`src/rtl/mem_arbiter_if.sv`:
```
// -----------------------------------------------------------------------------
// mem_arbiter_if
// Purpose : Bundles the two requester ports (p0 = instruction fetch,
//           p1 = data), the memory-side request/response bus and the orphan
//           status flag used by mem_arbiter.
// Signals :
//   p0_/p1_command  [1:0]  BUS_NONE / BUS_LOAD / BUS_STORE request
//   p0_/p1_addr     [31:0] byte address
//   p0_/p1_wdata    [31:0] store data
//   p0_/p1_response [3:0]  tag accepted this cycle, 0 = not accepted
//   p0_/p1_rdata    [31:0] returning load data
//   p0_/p1_tag      [3:0]  tag of returning load, 0 = none
//   proc2mem_command/addr/data   request forwarded to memory
//   mem2proc_response/data/tag   memory accept tag, return data, return tag
//   orphan_err                   sticky: a returned tag had no owner
// Modports:
//   slave  - the arbiter (serves requesters, drives memory request)
//   master - the environment (requesters plus memory model)
// -----------------------------------------------------------------------------
interface mem_arbiter_if;
  logic [1:0]  p0_command;
  logic [31:0] p0_addr;
  logic [31:0] p0_wdata;
  logic [3:0]  p0_response;
  logic [31:0] p0_rdata;
  logic [3:0]  p0_tag;

  logic [1:0]  p1_command;
  logic [31:0] p1_addr;
  logic [31:0] p1_wdata;
  logic [3:0]  p1_response;
  logic [31:0] p1_rdata;
  logic [3:0]  p1_tag;

  logic [1:0]  proc2mem_command;
  logic [31:0] proc2mem_addr;
  logic [31:0] proc2mem_data;

  logic [3:0]  mem2proc_response;
  logic [31:0] mem2proc_data;
  logic [3:0]  mem2proc_tag;

  logic        orphan_err;

  modport slave (
    input  p0_command, p0_addr, p0_wdata,
    input  p1_command, p1_addr, p1_wdata,
    input  mem2proc_response, mem2proc_data, mem2proc_tag,
    output p0_response, p0_rdata, p0_tag,
    output p1_response, p1_rdata, p1_tag,
    output proc2mem_command, proc2mem_addr, proc2mem_data,
    output orphan_err
  );

  modport master (
    output p0_command, p0_addr, p0_wdata,
    output p1_command, p1_addr, p1_wdata,
    output mem2proc_response, mem2proc_data, mem2proc_tag,
    input  p0_response, p0_rdata, p0_tag,
    input  p1_response, p1_rdata, p1_tag,
    input  proc2mem_command, proc2mem_addr, proc2mem_data,
    input  orphan_err
  );
endinterface

```
`src/rtl/mem_arbiter.sv`:
```
// -----------------------------------------------------------------------------
// mem_arbiter
// Purpose : Two-port (fetch / data) arbiter in front of a tagged memory.
//           Grants one eligible requester per cycle combinationally, tracks
//           which port owns each outstanding load tag, routes returning load
//           data to its owner and flags returns whose tag has no owner.
// Parameters:
//   NUM_TAGS - number of memory tags (1..NUM_TAGS valid, 0 = none)
//   MAX_OUT  - maximum outstanding loads per port
// Ports:
//   clk   - single clock, all state on posedge
//   reset - asynchronous active-high reset; all outputs forced to 0 while high
//   bus   - mem_arbiter_if.slave (requester ports, memory bus, orphan_err)
// Configuration:
//   MEM_ARB_RR_EN defined   -> round-robin between ports when both eligible
//   MEM_ARB_RR_EN undefined -> fixed priority, p1 wins when both eligible
// -----------------------------------------------------------------------------
module mem_arbiter #(
  parameter int NUM_TAGS = 15,
  parameter int MAX_OUT  = 8
) (
  input  logic          clk,
  input  logic          reset,
  mem_arbiter_if.slave  bus
);

  localparam logic [1:0] BUS_NONE  = 2'd0;
  localparam logic [1:0] BUS_LOAD  = 2'd1;
  localparam logic [1:0] BUS_STORE = 2'd2;

  localparam int               CNT_W   = $clog2(MAX_OUT + 1);
  localparam logic [CNT_W-1:0] MAX_CNT = CNT_W'(MAX_OUT);

  // Per-port views so the two requesters can be handled by one generate loop.
  logic [1:0]       cmd     [2];
  logic [31:0]      addr    [2];
  logic [31:0]      wdata   [2];
  logic [CNT_W-1:0] out_cnt [2];

  assign cmd[0]   = bus.p0_command;
  assign cmd[1]   = bus.p1_command;
  assign addr[0]  = bus.p0_addr;
  assign addr[1]  = bus.p1_addr;
  assign wdata[0] = bus.p0_wdata;
  assign wdata[1] = bus.p1_wdata;

  // ---------------------------------------------------------------------------
  // Eligibility and grant
  // ---------------------------------------------------------------------------
  logic [1:0] elig;
  logic       grant_any;
  logic       grant_sel;   // 0 = p0, 1 = p1 (meaningful only when grant_any)
  logic       accept;
  logic       load_set;
  logic [3:0] set_tag;

  genvar gi;
  generate
    for (gi = 0; gi < 2; gi++) begin : g_elig
      // Stores are never throttled; loads stop once the port is at MAX_OUT.
      assign elig[gi] = (cmd[gi] != BUS_NONE) &&
                        ((cmd[gi] == BUS_STORE) || (out_cnt[gi] < MAX_CNT));
    end
  endgenerate

  assign grant_any = |elig;
  assign accept    = grant_any && (bus.mem2proc_response != 4'd0);
  assign set_tag   = bus.mem2proc_response;
  assign load_set  = accept && (cmd[grant_sel] == BUS_LOAD);

`ifdef MEM_ARB_RR_EN
  logic prio_reg;
  logic prio_next;

  assign grant_sel = (&elig) ? prio_reg : elig[1];

  // The pointer only moves on a contested grant that memory actually took.
  // A refusal leaves it alone, so the same port keeps retrying until served.
  always_comb begin
    prio_next = prio_reg;
    if (accept && (&elig)) begin
      prio_next = ~grant_sel;
    end
  end

  always_ff @(posedge clk or posedge reset) begin
    if (reset) begin
      prio_reg <= 1'b0;
    end else begin
      prio_reg <= prio_next;
    end
  end
`else
  // Fixed priority: p1 whenever it is eligible, otherwise p0.
  assign grant_sel = elig[1];
`endif

  // ---------------------------------------------------------------------------
  // Tag ownership table. The vectors span the full 4-bit tag space; entries
  // outside 1..NUM_TAGS are tied off so such returns read as orphans.
  // ---------------------------------------------------------------------------
  logic [15:0] valid_vec;
  logic [15:0] owner_vec;
  logic [3:0]  ret_tag;
  logic        ret_hit;
  logic        ret_owner;
  logic        orphan;

  assign ret_tag   = bus.mem2proc_tag;
  assign ret_hit   = valid_vec[ret_tag];   // valid_vec[0] is always 0
  assign ret_owner = owner_vec[ret_tag];
  assign orphan    = (ret_tag != 4'd0) && !ret_hit;

  generate
    for (gi = 0; gi < 16; gi++) begin : g_tag
      if ((gi >= 1) && (gi <= NUM_TAGS)) begin : g_live
        logic valid_reg, valid_next;
        logic owner_reg, owner_next;

        // Set wins over clear so a tag returned and re-issued in the same
        // cycle stays valid under its new owner.
        always_comb begin
          valid_next = valid_reg;
          owner_next = owner_reg;
          if (ret_hit && (ret_tag == 4'(gi))) begin
            valid_next = 1'b0;
          end
          if (load_set && (set_tag == 4'(gi))) begin
            valid_next = 1'b1;
            owner_next = grant_sel;
          end
        end

        always_ff @(posedge clk or posedge reset) begin
          if (reset) begin
            valid_reg <= 1'b0;
            owner_reg <= 1'b0;
          end else begin
            valid_reg <= valid_next;
            owner_reg <= owner_next;
          end
        end

        assign valid_vec[gi] = valid_reg;
        assign owner_vec[gi] = owner_reg;
      end else begin : g_none
        assign valid_vec[gi] = 1'b0;
        assign owner_vec[gi] = 1'b0;
      end
    end
  endgenerate

  // ---------------------------------------------------------------------------
  // Outstanding-load counters, one per port
  // ---------------------------------------------------------------------------
  generate
    for (gi = 0; gi < 2; gi++) begin : g_cnt
      logic             inc;
      logic             dec;
      logic [CNT_W-1:0] cnt_reg;
      logic [CNT_W-1:0] cnt_next;

      assign inc = load_set && (grant_sel == 1'(gi));
      assign dec = ret_hit && (ret_owner == 1'(gi));

      always_comb begin
        cnt_next = cnt_reg;
        if (inc && !dec) begin
          cnt_next = cnt_reg + 1'b1;
        end else if (dec && !inc) begin
          cnt_next = cnt_reg - 1'b1;
        end
      end

      always_ff @(posedge clk or posedge reset) begin
        if (reset) begin
          cnt_reg <= '0;
        end else begin
          cnt_reg <= cnt_next;
        end
      end

      assign out_cnt[gi] = cnt_reg;
    end
  endgenerate

  // ---------------------------------------------------------------------------
  // Sticky orphan flag
  // ---------------------------------------------------------------------------
  logic orphan_reg;
  logic orphan_next;

  always_comb begin
    orphan_next = orphan_reg;
    if (orphan) begin
      orphan_next = 1'b1;
    end
  end

  always_ff @(posedge clk or posedge reset) begin
    if (reset) begin
      orphan_reg <= 1'b0;
    end else begin
      orphan_reg <= orphan_next;
    end
  end

  // ---------------------------------------------------------------------------
  // Outputs. Everything is qualified with run so the block is silent for the
  // whole time reset is high, not just after the next clock edge.
  // ---------------------------------------------------------------------------
  logic run;
  logic drive_mem;
  assign run       = ~reset;
  assign drive_mem = run && grant_any;

  assign bus.proc2mem_command = drive_mem ? cmd[grant_sel]   : BUS_NONE;
  assign bus.proc2mem_addr    = drive_mem ? addr[grant_sel]  : 32'd0;
  assign bus.proc2mem_data    = drive_mem ? wdata[grant_sel] : 32'd0;

  // Memory's accept tag goes only to the granted port; the loser sees 0 and
  // simply retries.
  assign bus.p0_response = (drive_mem && !grant_sel) ? bus.mem2proc_response : 4'd0;
  assign bus.p1_response = (drive_mem &&  grant_sel) ? bus.mem2proc_response : 4'd0;

  assign bus.p0_tag   = (run && ret_hit && !ret_owner) ? ret_tag           : 4'd0;
  assign bus.p0_rdata = (run && ret_hit && !ret_owner) ? bus.mem2proc_data : 32'd0;
  assign bus.p1_tag   = (run && ret_hit &&  ret_owner) ? ret_tag           : 4'd0;
  assign bus.p1_rdata = (run && ret_hit &&  ret_owner) ? bus.mem2proc_data : 32'd0;

  assign bus.orphan_err = run && orphan_reg;

endmodule

```
`src/flat_wrapper.sv`:
```
// flat-port wrapper written by rule: the top's interface ports become plain ports
module mem_arbiter_flat 
#(
  parameter int NUM_TAGS = 15,
  parameter int MAX_OUT  = 8
)
  (clk, reset, bus_p0_command, bus_p0_addr, bus_p0_wdata, bus_p1_command, bus_p1_addr, bus_p1_wdata, bus_mem2proc_response, bus_mem2proc_data, bus_mem2proc_tag, bus_p0_response, bus_p0_rdata, bus_p0_tag, bus_p1_response, bus_p1_rdata, bus_p1_tag, bus_proc2mem_command, bus_proc2mem_addr, bus_proc2mem_data, bus_orphan_err);
  mem_arbiter_if bus_i ();
  input  logic clk;
  input  logic reset;
  input wire logic [$bits(bus_i.p0_command)-1:0] bus_p0_command;
  input wire logic [$bits(bus_i.p0_addr)-1:0] bus_p0_addr;
  input wire logic [$bits(bus_i.p0_wdata)-1:0] bus_p0_wdata;
  input wire logic [$bits(bus_i.p1_command)-1:0] bus_p1_command;
  input wire logic [$bits(bus_i.p1_addr)-1:0] bus_p1_addr;
  input wire logic [$bits(bus_i.p1_wdata)-1:0] bus_p1_wdata;
  input wire logic [$bits(bus_i.mem2proc_response)-1:0] bus_mem2proc_response;
  input wire logic [$bits(bus_i.mem2proc_data)-1:0] bus_mem2proc_data;
  input wire logic [$bits(bus_i.mem2proc_tag)-1:0] bus_mem2proc_tag;
  output wire logic [$bits(bus_i.p0_response)-1:0] bus_p0_response;
  output wire logic [$bits(bus_i.p0_rdata)-1:0] bus_p0_rdata;
  output wire logic [$bits(bus_i.p0_tag)-1:0] bus_p0_tag;
  output wire logic [$bits(bus_i.p1_response)-1:0] bus_p1_response;
  output wire logic [$bits(bus_i.p1_rdata)-1:0] bus_p1_rdata;
  output wire logic [$bits(bus_i.p1_tag)-1:0] bus_p1_tag;
  output wire logic [$bits(bus_i.proc2mem_command)-1:0] bus_proc2mem_command;
  output wire logic [$bits(bus_i.proc2mem_addr)-1:0] bus_proc2mem_addr;
  output wire logic [$bits(bus_i.proc2mem_data)-1:0] bus_proc2mem_data;
  output wire logic [$bits(bus_i.orphan_err)-1:0] bus_orphan_err;
  assign bus_i.p0_command = bus_p0_command;
  assign bus_i.p0_addr = bus_p0_addr;
  assign bus_i.p0_wdata = bus_p0_wdata;
  assign bus_i.p1_command = bus_p1_command;
  assign bus_i.p1_addr = bus_p1_addr;
  assign bus_i.p1_wdata = bus_p1_wdata;
  assign bus_i.mem2proc_response = bus_mem2proc_response;
  assign bus_i.mem2proc_data = bus_mem2proc_data;
  assign bus_i.mem2proc_tag = bus_mem2proc_tag;
  assign bus_p0_response = bus_i.p0_response;
  assign bus_p0_rdata = bus_i.p0_rdata;
  assign bus_p0_tag = bus_i.p0_tag;
  assign bus_p1_response = bus_i.p1_response;
  assign bus_p1_rdata = bus_i.p1_rdata;
  assign bus_p1_tag = bus_i.p1_tag;
  assign bus_proc2mem_command = bus_i.proc2mem_command;
  assign bus_proc2mem_addr = bus_i.proc2mem_addr;
  assign bus_proc2mem_data = bus_i.proc2mem_data;
  assign bus_orphan_err = bus_i.orphan_err;
  mem_arbiter #(.NUM_TAGS(NUM_TAGS), .MAX_OUT(MAX_OUT)) u_core (.clk(clk), .reset(reset), .bus(bus_i));
endmodule
```
`config.mk`:
```
export PLATFORM = sky130hd
export DESIGN_NAME = mem_arbiter_flat
export DESIGN_NICKNAME = d
export VERILOG_FILES = /design/src/rtl/mem_arbiter_if.sv /design/src/rtl/mem_arbiter.sv /design/src/flat_wrapper.sv
export SDC_FILE = /design/constraint.sdc
export NUM_CORES = 1
export LEC_CHECK = 0
export CAP_MARGIN = 20
export CORE_ASPECT_RATIO = 0.5
export CORE_MARGIN = 3
export CORE_UTILIZATION = 38
export CTS_BUF_LIST = sky130_fd_sc_hd__clkbuf_4
export DETAILED_ROUTE_END_ITERATION = 8
export HOLD_SLACK_MARGIN = 0.1
export PLACE_DENSITY = 0.95
export SLEW_MARGIN = 20
export SYNTH_ARGS = -nofsm -noshare
export SYNTH_HDL_FRONTEND = slang
export SYNTH_SLANG_ARGS = --single-unit
```
`constraint.sdc`:
```
create_clock -name clk -period 8.4 [get_ports clk]
set_clock_uncertainty 0.1 [all_clocks]
set_input_delay 0.84 -clock clk [delete_from_list [all_inputs] [get_ports clk]]
set_output_delay 0.84 -clock clk [all_outputs]
set_load 0.05 [all_outputs]
```
==> results.cfg, run 1 <==
[finish]
diodes = 0
mostFrequentLayoutCells = clkdlybuf4s50_1 (320), nand2_1 (157), a21oi_1 (70)
mostFrequentLayoutCell = clkdlybuf4s50_1
final_layout_size_suffix_gt1_frac = 0.101
fin_nets = 1040
syn_to_final_growth_pct = 76.6
final_cell_area_mm2 = 0.00750

[clock_network]
clkLatencyLatePin_ns = 0.36
cts_tree = done
cts.repair.resized = 0
cts_inserted_buffers = 5
clkTransAtPathRegs_ns = 0.12
h-tree-depth = 2
cts_root_buf = clkbuf_4
clockBufferDepth = 2
cts_hold_buffers = 0
cts.sinks = 39
cts_setup_buffers = 0

[logic_synthesis]
async_reset_ff_frac = 1.00
syn_inst = 576
yosysSeqAreaShare = 0.230
ys.flop_type = dfrtp_1
yosysUniqueCellTypes = 49
synthesis.nets = 758
yosysWarnings = 0
synth-edff-count = 0
ys_ff_latch = 39
avgSynthCellArea_um2 = 7.37
synth_area_mm2 = 0.00425

[timing]
setup_viol = 0
drv_slew = 0
worst_slack_ns = 2.81
tightest_slew_ns = 0.982
fin_crit_ns = 5.59
hold_violations = 0
finalSetupTns_ns = 0
max_slew_margin = 0.345
rsz0062_at_grt = no
period_share = 0.665
fmax_mhz = 179

[placed_design]
place_ws_ns = 2.88
gp_congestion = 0.905
dpl-instance-area_mm2 = 0.00744
hpwl_um = 14000
portBuffers = 320

[worst_setup_path]
critical_path.startpoint_type = input port
arrival_ns = 4.65
worstSetupPathType = input port to primary output
reg2reg_depth = 11
path_max_fanout = 37
end_kind = primary output
required_ns = 7.46

[routing]
via_per_inst = 5.40
wl_um = 17800
ant_nets = 0
drtIter0Drc = 423
wl_per_cell_um = 17.8
vias = 5399
drt_first_pass_iters = 5
drc_errors = 0

[die]
coreArea_mm2 = 0.0105
dieArea_mm2 = 0.0126
dieHeight_um = 80.8
rows = 26
dieWidth_um = 156
initial_utilization = 0.403
io_pins = 321

[global_routing]
met2_usage = 0.469
grt-ovfl-total = 0
antenna_found_initial = 1
grt_max_degree = 85
busiest_layer = met2
gr-usage-met3 = 0.0750
gr-usage-all-layers = 0.261
grt.met1_usage = 0.323
grt_pass1_wl_um = 26900
first_global_vias = 5204

[outcome]
status = finished, final reports clean

[hold_path]
hp-class = flip-flop to flip-flop
hold_depth = 1

[pwr]
leakagePower_uw = 0.00297
peakVddDrop_uv = 113
powerDensity_mw_per_mm2 = 196

[flow_run]
cap_viol_max_count = 0
final timing paths:
path                                                   startpoint                               end  slack (ns)
worst min register to register         u_core.g_cnt[0].cnt_reg[3]        u_core.g_cnt[0].cnt_reg[3]        0.38
worst min-delay path                   u_core.g_cnt[0].cnt_reg[3]        u_core.g_cnt[0].cnt_reg[3]        0.38
min in group asynchronous                                   reset        u_core.g_cnt[0].cnt_reg[0]        0.93
max in group asynchronous                                   reset  u_core.g_tag[2].g_live.owner_reg        6.87
worst max register to register  u_core.g_tag[14].g_live.owner_reg        u_core.g_cnt[1].cnt_reg[3]        4.67
worst max-delay path                          bus_mem2proc_tag[1]                  bus_p1_rdata[21]        2.81
through the flow:
stage                     utilization  hold slack (ns)  instances  power [uW]
final                           0.712            0.378        999        1470
after global routing            0.712            0.422        999        1560
after CTS                       0.712            0.380        999        1470
after detailed placement        0.706            0.359        991        1370
after global placement          0.706            0.356        991        1330
after floorplan                     -            0.333        576        1040
report_power, final:
group / internal (uW) / leakage [uW] / switching (uW)
sequential: 266 / 0.000489 / 50.6
combinational: 394 / 0.00244 / 657
clock: 35.5 / 0.0000317 / 67.8
total: 695 / 0.00297 / 775
kinds of logic (layout without fill, tap and decap cells):
kind of cell | Yosys count | after routing | share of synthesized area
mux | 35 | 35 | 0.0943
simple gates | 222 | 222 | 0.228
flops | 39 | 39 | 0.230
buf+inv | 92 | 375 | 0.0996
xor+xnor | 6 | 6 | 0.0124
fa+ha+maj | 8 | 8 | 0.0271
compound gates | 174 | 174 | 0.309
layer usage:
layer / vias up / wire [um]
li1: 2576 / -
met1: 2543 / 7140
met2: 254 / 8720
met3: 24 / 1720
met4: 2 / 183
met5: - / 17
worst max-delay path: stages:
cell and delay [ns]:
clkdlybuf4s50_1 1.07, mux2_2 0.32, a2bb2oi_2 0.21, nand4_4 0.52
buf_4 0.50, a211oi_2 0.32, clkdlybuf4s50_1 0.85
area by class of cell:
type / instances / area (um2)
inverters: 39 / 146
multi-input cells: 445 / 2880
repair buffers: 328 / 3260
clock buffers: 6 / 45.0
well taps: 140 / 175
flip-flops and latches: 39 / 976
fillers: 805 / 3040
clock inverters: 2 / 12.5
cells in the mapped netlist (10+ instances only):
| cell type | n | area share |
|---|---|---|
| nand2_1 | 158 | 0.14 |
| a21oi_1 | 70 | 0.082 |
| dfrtp_1 | 39 | 0.23 |
| inv_1 | 37 | 0.033 |
| a211oi_1 | 36 | 0.064 |
| a211oi_2 | 33 | 0.097 |
| clkbuf_1 | 27 | 0.024 |
| mux2_2 | 20 | 0.053 |
| buf_2 | 17 | 0.020 |
| nor2_1 | 14 | 0.012 |
| mux2i_1 | 13 | 0.031 |
| o21ai_0 | 12 | 0.014 |
| nand3_1 | 10 | 0.012 |
(Power assumes the default switching activity.)
==> run 2: changes to the inputs <==
--- a/config.mk
+++ b/config.mk
@@ -8,11 +8,11 @@
 export CAP_MARGIN = 20
 export CORE_ASPECT_RATIO = 0.5
 export CORE_MARGIN = 3
-export CORE_UTILIZATION = 38
+export CORE_UTILIZATION = 32
 export CTS_BUF_LIST = sky130_fd_sc_hd__clkbuf_4
 export DETAILED_ROUTE_END_ITERATION = 8
 export HOLD_SLACK_MARGIN = 0.1
-export PLACE_DENSITY = 0.95
+export PLACE_DENSITY = 0.92
 export SLEW_MARGIN = 20
 export SYNTH_ARGS = -nofsm -noshare
 export SYNTH_HDL_FRONTEND = slang
==> constraint.sdc (replaced) <==
create_clock -name clk -period 4.52 [get_ports clk]
set_clock_uncertainty 0.1 [all_clocks]
set_input_delay 0.452 -clock clk [delete_from_list [all_inputs] [get_ports clk]]
set_output_delay 0.452 -clock clk [all_outputs]
set_load 0.05 [all_outputs]
==> results.cfg, run 2 (same netlist as run 1, synthesis figures left out) <==
[hold_path]
hp-class = flip-flop to flip-flop

[clock_network]
cts_root_buf = clkbuf_4
cts_tree = done
cts.repair.resized = 0
cts_hold_buffers = 0
clkTransAtPathRegs_ns = 0.13
cts_inserted_buffers = 5
clkLatencyLatePin_ns = 0.36
h-tree-depth = 2
cts.sinks = 39
cts_setup_buffers = 0
clockBufferDepth = 2

[worst_setup_path]
worstSetupPathType = input port to primary output
slowest_stage = clkdlybuf4s50_1
path_buf_inv = 3
critical_path.startpoint_type = input port
cpPeakStageDelay_ns = 0.95
arrival_ns = 3.28
cpLargestDelayFamily = buffers and inverters
end_kind = primary output
path_cells = clkdlybuf4s50_1, mux2i_1, o32ai_1, o31ai_4, buf_4, a211oi_1, buf_12
required_ns = 3.97
path_max_fanout = 70

[die]
dieArea_mm2 = 0.0148
io_pins = 321
rows = 29
initial_utilization = 0.332
dieHeight_um = 87.5
coreArea_mm2 = 0.0128
dieWidth_um = 169

[pwr]
powerDensity_mw_per_mm2 = 374
leakagePower_uw = 0.00317
peakVddDrop_uv = 178

[routing]
drt_first_pass_iters = 5
via_per_inst = 5.23
wl_um = 16900
drc_errors = 0
vias = 5412
drtIter0Drc = 417
wl_per_cell_um = 16.3
ant_nets = 0

[flow_run]
cap_viol_max_count = 0

[global_routing]
grt_pass1_wl_um = 25800
grt-ovfl-total = 0
antenna_found_initial = 3
grt_max_degree = 71
first_global_vias = 5075
gr-usage-all-layers = 0.209

[placed_design]
dpl-instance-area_mm2 = 0.00740
portBuffers = 320
hpwl_um = 13300
gp_congestion = 0.909

[timing]
hold_violations = 0
finalSetupTns_ns = 0
fmax_mhz = 261
fin_crit_ns = 3.83
drv_slew = 0
rsz0062_at_grt = no
max_slew_margin = 0.439
setup_viol = 0
tightest_slew_ns = 0.842
period_share = 0.848

[finish]
fin_nets = 1046
diodes = 0
mostFrequentLayoutCells = clkdlybuf4s50_1 (248), nand2_1 (157), buf_4 (82)
syn_to_final_growth_pct = 76.0
final_cell_area_mm2 = 0.00748
fillers = 1077
final_layout_size_suffix_gt1_frac = 0.191
mostFrequentLayoutCell = clkdlybuf4s50_1

[outcome]
status = finished, final reports clean
-- run 2: worst paths after layout --
kind | slack (ns) | end | from | cells after the start
min reg2reg | 0.39 | u_core.g_cnt[0].cnt_reg[3] | u_core.g_cnt[0].cnt_reg[3] | 1
max reg2reg | 1.28 | u_core.g_cnt[1].cnt_reg[3] | u_core.g_cnt[1].cnt_reg[3] | 11
min in group asynchronous | 0.40 | u_core.g_cnt[0].cnt_reg[3] | reset | 2
max | 0.69 | bus_p1_tag[0] | bus_mem2proc_tag[2] | 7
max in group asynchronous | 3.12 | u_core.g_tag[6].g_live.owner_reg | reset | 3
min | 0.39 | u_core.g_cnt[0].cnt_reg[3] | u_core.g_cnt[0].cnt_reg[3] | 1
-- run 2: area by class of cell --
type                            count  area [um2]  area share
Inverter                           39         146      0.0196
Tap cell                          170         213      0.0284
Multi-Input combinational cell    445        2880       0.386
Clock buffer                        5        37.5     0.00502
Timing Repair Buffer              334        3180       0.425
Clock inverter                      3        43.8     0.00586
Sequential cell                    39         976       0.131
-- run 2: metrics by stage --
stage               power (uW)   util  setup WS, ns  hold slack, ns  cells
global route              2950  0.584         0.577           0.416   1035
floorplan                 1930      -          1.01           0.333    576
finish                    2800  0.584         0.686           0.386   1035
global placement          2500  0.577         0.638           0.363   1027
CTS                       2800  0.584         0.731           0.397   1035
detailed placement        2550  0.577         0.462           0.368   1027
-- run 2: power by group --
part / internal (uW) / total [uW] / switching [uW]
registers: 494 / 604 / 110
logic: 736 / 1950 / 1210
clock network: 116 / 243 / 127
total: 1350 / 2800 / 1450
-- run 2: worst reg2reg max path, delay by kind of cell (launching register included) --
| kind | cells | cell delay, ns |
|---|---|---|
| AND/OR/NAND/NOR | 3 | 0.94 |
| adder cells (fa/ha/maj) | 2 | 0.47 |
| flip-flops | 1 | 0.44 |
| buffers and inverters | 2 | 0.42 |
| AO/OA/AOI/OAI | 2 | 0.38 |
| multiplexers | 1 | 0.27 |
| XOR/XNOR | 1 | 0.15 |
-- run 2: routing by layer --
metal / vias up / GRT usage / share of wire
li1: 2585 / - / -
met1: 2541 / 0.253 / 0.40
met2: 253 / 0.385 / 0.51
met3: 27 / 0.0458 / 0.078
met4: 6 / 0.0475 / 0.015
met5: - / 0 / 0.0021
==> run 3: changes to the inputs <==
--- a/config.mk
+++ b/config.mk
@@ -8,11 +8,11 @@
 export CAP_MARGIN = 20
 export CORE_ASPECT_RATIO = 0.5
 export CORE_MARGIN = 3
-export CORE_UTILIZATION = 32
+export CORE_UTILIZATION = 35
 export CTS_BUF_LIST = sky130_fd_sc_hd__clkbuf_4
 export DETAILED_ROUTE_END_ITERATION = 8
 export HOLD_SLACK_MARGIN = 0.1
-export PLACE_DENSITY = 0.92
+export PLACE_DENSITY = 0.95
 export SLEW_MARGIN = 20
 export SYNTH_ARGS = -nofsm -noshare
 export SYNTH_HDL_FRONTEND = slang
==> constraint.sdc (replaced) <==
create_clock -name clk -period 3.7 [get_ports clk]
set_clock_uncertainty 0.1 [all_clocks]
set_input_delay 0.37 -clock clk [delete_from_list [all_inputs] [get_ports clk]]
set_output_delay 0.37 -clock clk [all_outputs]
set_load 0.05 [all_outputs]
==> results.cfg, run 3 (same netlist as run 1, synthesis figures left out) <==
[outcome]
status = finished, final reports clean

[finish]
register_area_um2 = 976
final_cells = 1040
mostFrequentLayoutCells = clkdlybuf4s50_1 (179), buf_4 (164), nand2_1 (157)
fillers = 914
mostFrequentLayoutCell = clkdlybuf4s50_1
diodes = 0
multiInputGateArea_mm2 = 0.00288
fin_nets = 1062
final_layout_size_suffix_gt1_frac = 0.284
syn_to_final_growth_pct = 75.7

[routing]
wl_um = 17900
ant_nets = 0
routed-wl-met2_um = 8930
drt_first_pass_iters = 5
vias = 5499
m1WireLength_um = 7130
wl_per_cell_um = 17.2
wl_met3_um = 1620
topRoutingLayerUsed = met4
via_per_inst = 5.29
drtIter0Drc = 463
drc_errors = 0

[worst_setup_path]
end_kind = flip-flop
path_buf_inv = 3
path_max_fanout = 21
slowest_stage = clkdlybuf4s50_1
path_cells = clkdlybuf4s50_1, buf_12, or3b_2, o32ai_1, nor3_1, a21o_1, ha_1, inv_1, ha_1, a21o_1, a21oi_1, mux2i_1, xnor2_1
critical_path.startpoint_type = input port
arrival_ns = 3.52
required_ns = 3.86
cpLargestDelayFamily = buffers and inverters
worstSetupPathType = input port to flip-flop
cpPeakStageDelay_ns = 0.48

[placed_design]
gp_congestion = 0.910
place_inst = 1032
portBuffers = 320
hpwl_um = 14500

[clock_network]
cts_inserted_buffers = 5
cts_setup_buffers = 0
h-tree-depth = 2
cts_hold_buffers = 0
cts.repair.resized = 0
cts.sinks = 39
cts_tree = done
clkLatencyLatePin_ns = 0.36
clockBufferDepth = 2
clkTransAtPathRegs_ns = 0.10
cts_root_buf = clkbuf_4

[global_routing]
gr-usage-all-layers = 0.251
grt-ovfl-total = 0
grt_max_degree = 54
grt_pass1_wl_um = 28200
antenna_found_initial = 0
first_global_vias = 5367

[timing]
max_slew_margin = 0.626
drv_slew = 0
finalSetupTns_ns = 0
tightest_slew_ns = 0.562
hold_violations = 0
fmax_mhz = 298
period_share = 0.907
setup_viol = 0
fin_crit_ns = 3.36
rsz0062_at_grt = no

[pwr]
switching_share = 0.512
leakagePower_uw = 0.00339
peakVddDrop_uv = 232
powerDensity_mw_per_mm2 = 469
comb_power_share = 0.687
p_seq_frac = 0.208
internal_power_uw = 1710
pwr-share-clk = 0.105
power_switching_uw = 1790

[die]
initial_utilization = 0.372
coreArea_mm2 = 0.0114
io_pins = 321
rows = 27
dieWidth_um = 162
dieHeight_um = 83.9
dieArea_mm2 = 0.0136

[hold_path]
hp-class = flip-flop to flip-flop

[flow_run]
cap_viol_max_count = 0
## run 3: cell types whose count changed in the layout (fill, tap and decap cells not counted)
| cell | previous run | this run |
|---|---|---|
| clkinv_2 | 1 | 0 |
| buf_4 | 82 | 164 |
| buf_6 | 0 | 1 |
| clkbuf_4 | 5 | 6 |
| buf_12 | 4 | 6 |
| bufinv_16 | 1 | 2 |
| clkdlybuf4s50_1 | 248 | 179 |
| clkinv_4 | 1 | 0 |
## run 3: path summary, 6_finish.rpt
path                                              startpoint                                to  slack (ns)  cells past startpoint
setup / recovery                         bus_mem2proc_tag[1]        u_core.g_cnt[0].cnt_reg[3]        0.34                     13
hold / removal                    u_core.g_cnt[1].cnt_reg[2]        u_core.g_cnt[1].cnt_reg[2]        0.40                      2
setup reg to reg           u_core.g_tag[14].g_live.owner_reg        u_core.g_cnt[0].cnt_reg[3]        0.59                     11
hold reg to reg                   u_core.g_cnt[1].cnt_reg[2]        u_core.g_cnt[1].cnt_reg[2]        0.40                      2
max in group asynchronous                              reset        u_core.g_cnt[0].cnt_reg[3]        2.71                      3
min in group asynchronous                              reset  u_core.g_tag[3].g_live.valid_reg        0.52                      3
## run 3: power by group through the flow
stage / registers, uW / logic [uW] / clock network, uW
finish: 729 / 2400 / 367
CTS: 723 / 2410 / 368
detailed placement: 732 / 2400 / 0
global route: 747 / 2560 / 384
global placement: 718 / 2330 / 0
floorplan: 690 / 1670 / 0
## run 3: per-layer routing
layer / vias to the layer above / global-route usage
li1: 2621 / -
met1: 2577 / 0.320
met2: 274 / 0.436
met3: 27 / 0.0590
met4: 0 / 0.0480
met5: - / 0
## run 3: worst register-to-register path, stage by stage, from the launching register on
cell,delay (ns)
dfrtp_1,0.41
mux4_2,0.52
o21ai_0,0.29
o22ai_2,0.12
a21o_1,0.18
ha_1,0.22
inv_1,0.16
ha_1,0.26
a21o_1,0.17
a21oi_1,0.17
mux2i_1,0.25
xnor2_1,0.15
## run 3: through the flow
step | utilization | total power [uW] | worst slack [ns] | hold WS (ns) | cell area, um2
after floorplan | - | 2360 | 0.356 | 0.333 | 4250
after global placement | 0.643 | 3050 | 0.0978 | 0.371 | 7350
after detailed placement | 0.644 | 3130 | 0.0125 | 0.377 | 7360
after CTS | 0.654 | 3500 | 0.371 | 0.402 | 7460
after global routing | 0.654 | 3690 | 0.200 | 0.435 | 7460
final | 0.654 | 3500 | 0.343 | 0.398 | 7460
## run 3: layout make-up
class / count / share of cell area
timing repair buffer: 350 / 0.423
multi-input combinational: 445 / 0.386
sequential: 39 / 0.131
tap: 159 / 0.0267
inverter: 39 / 0.0196
clock inverter: 2 / 0.00805
clock buffer: 6 / 0.00604
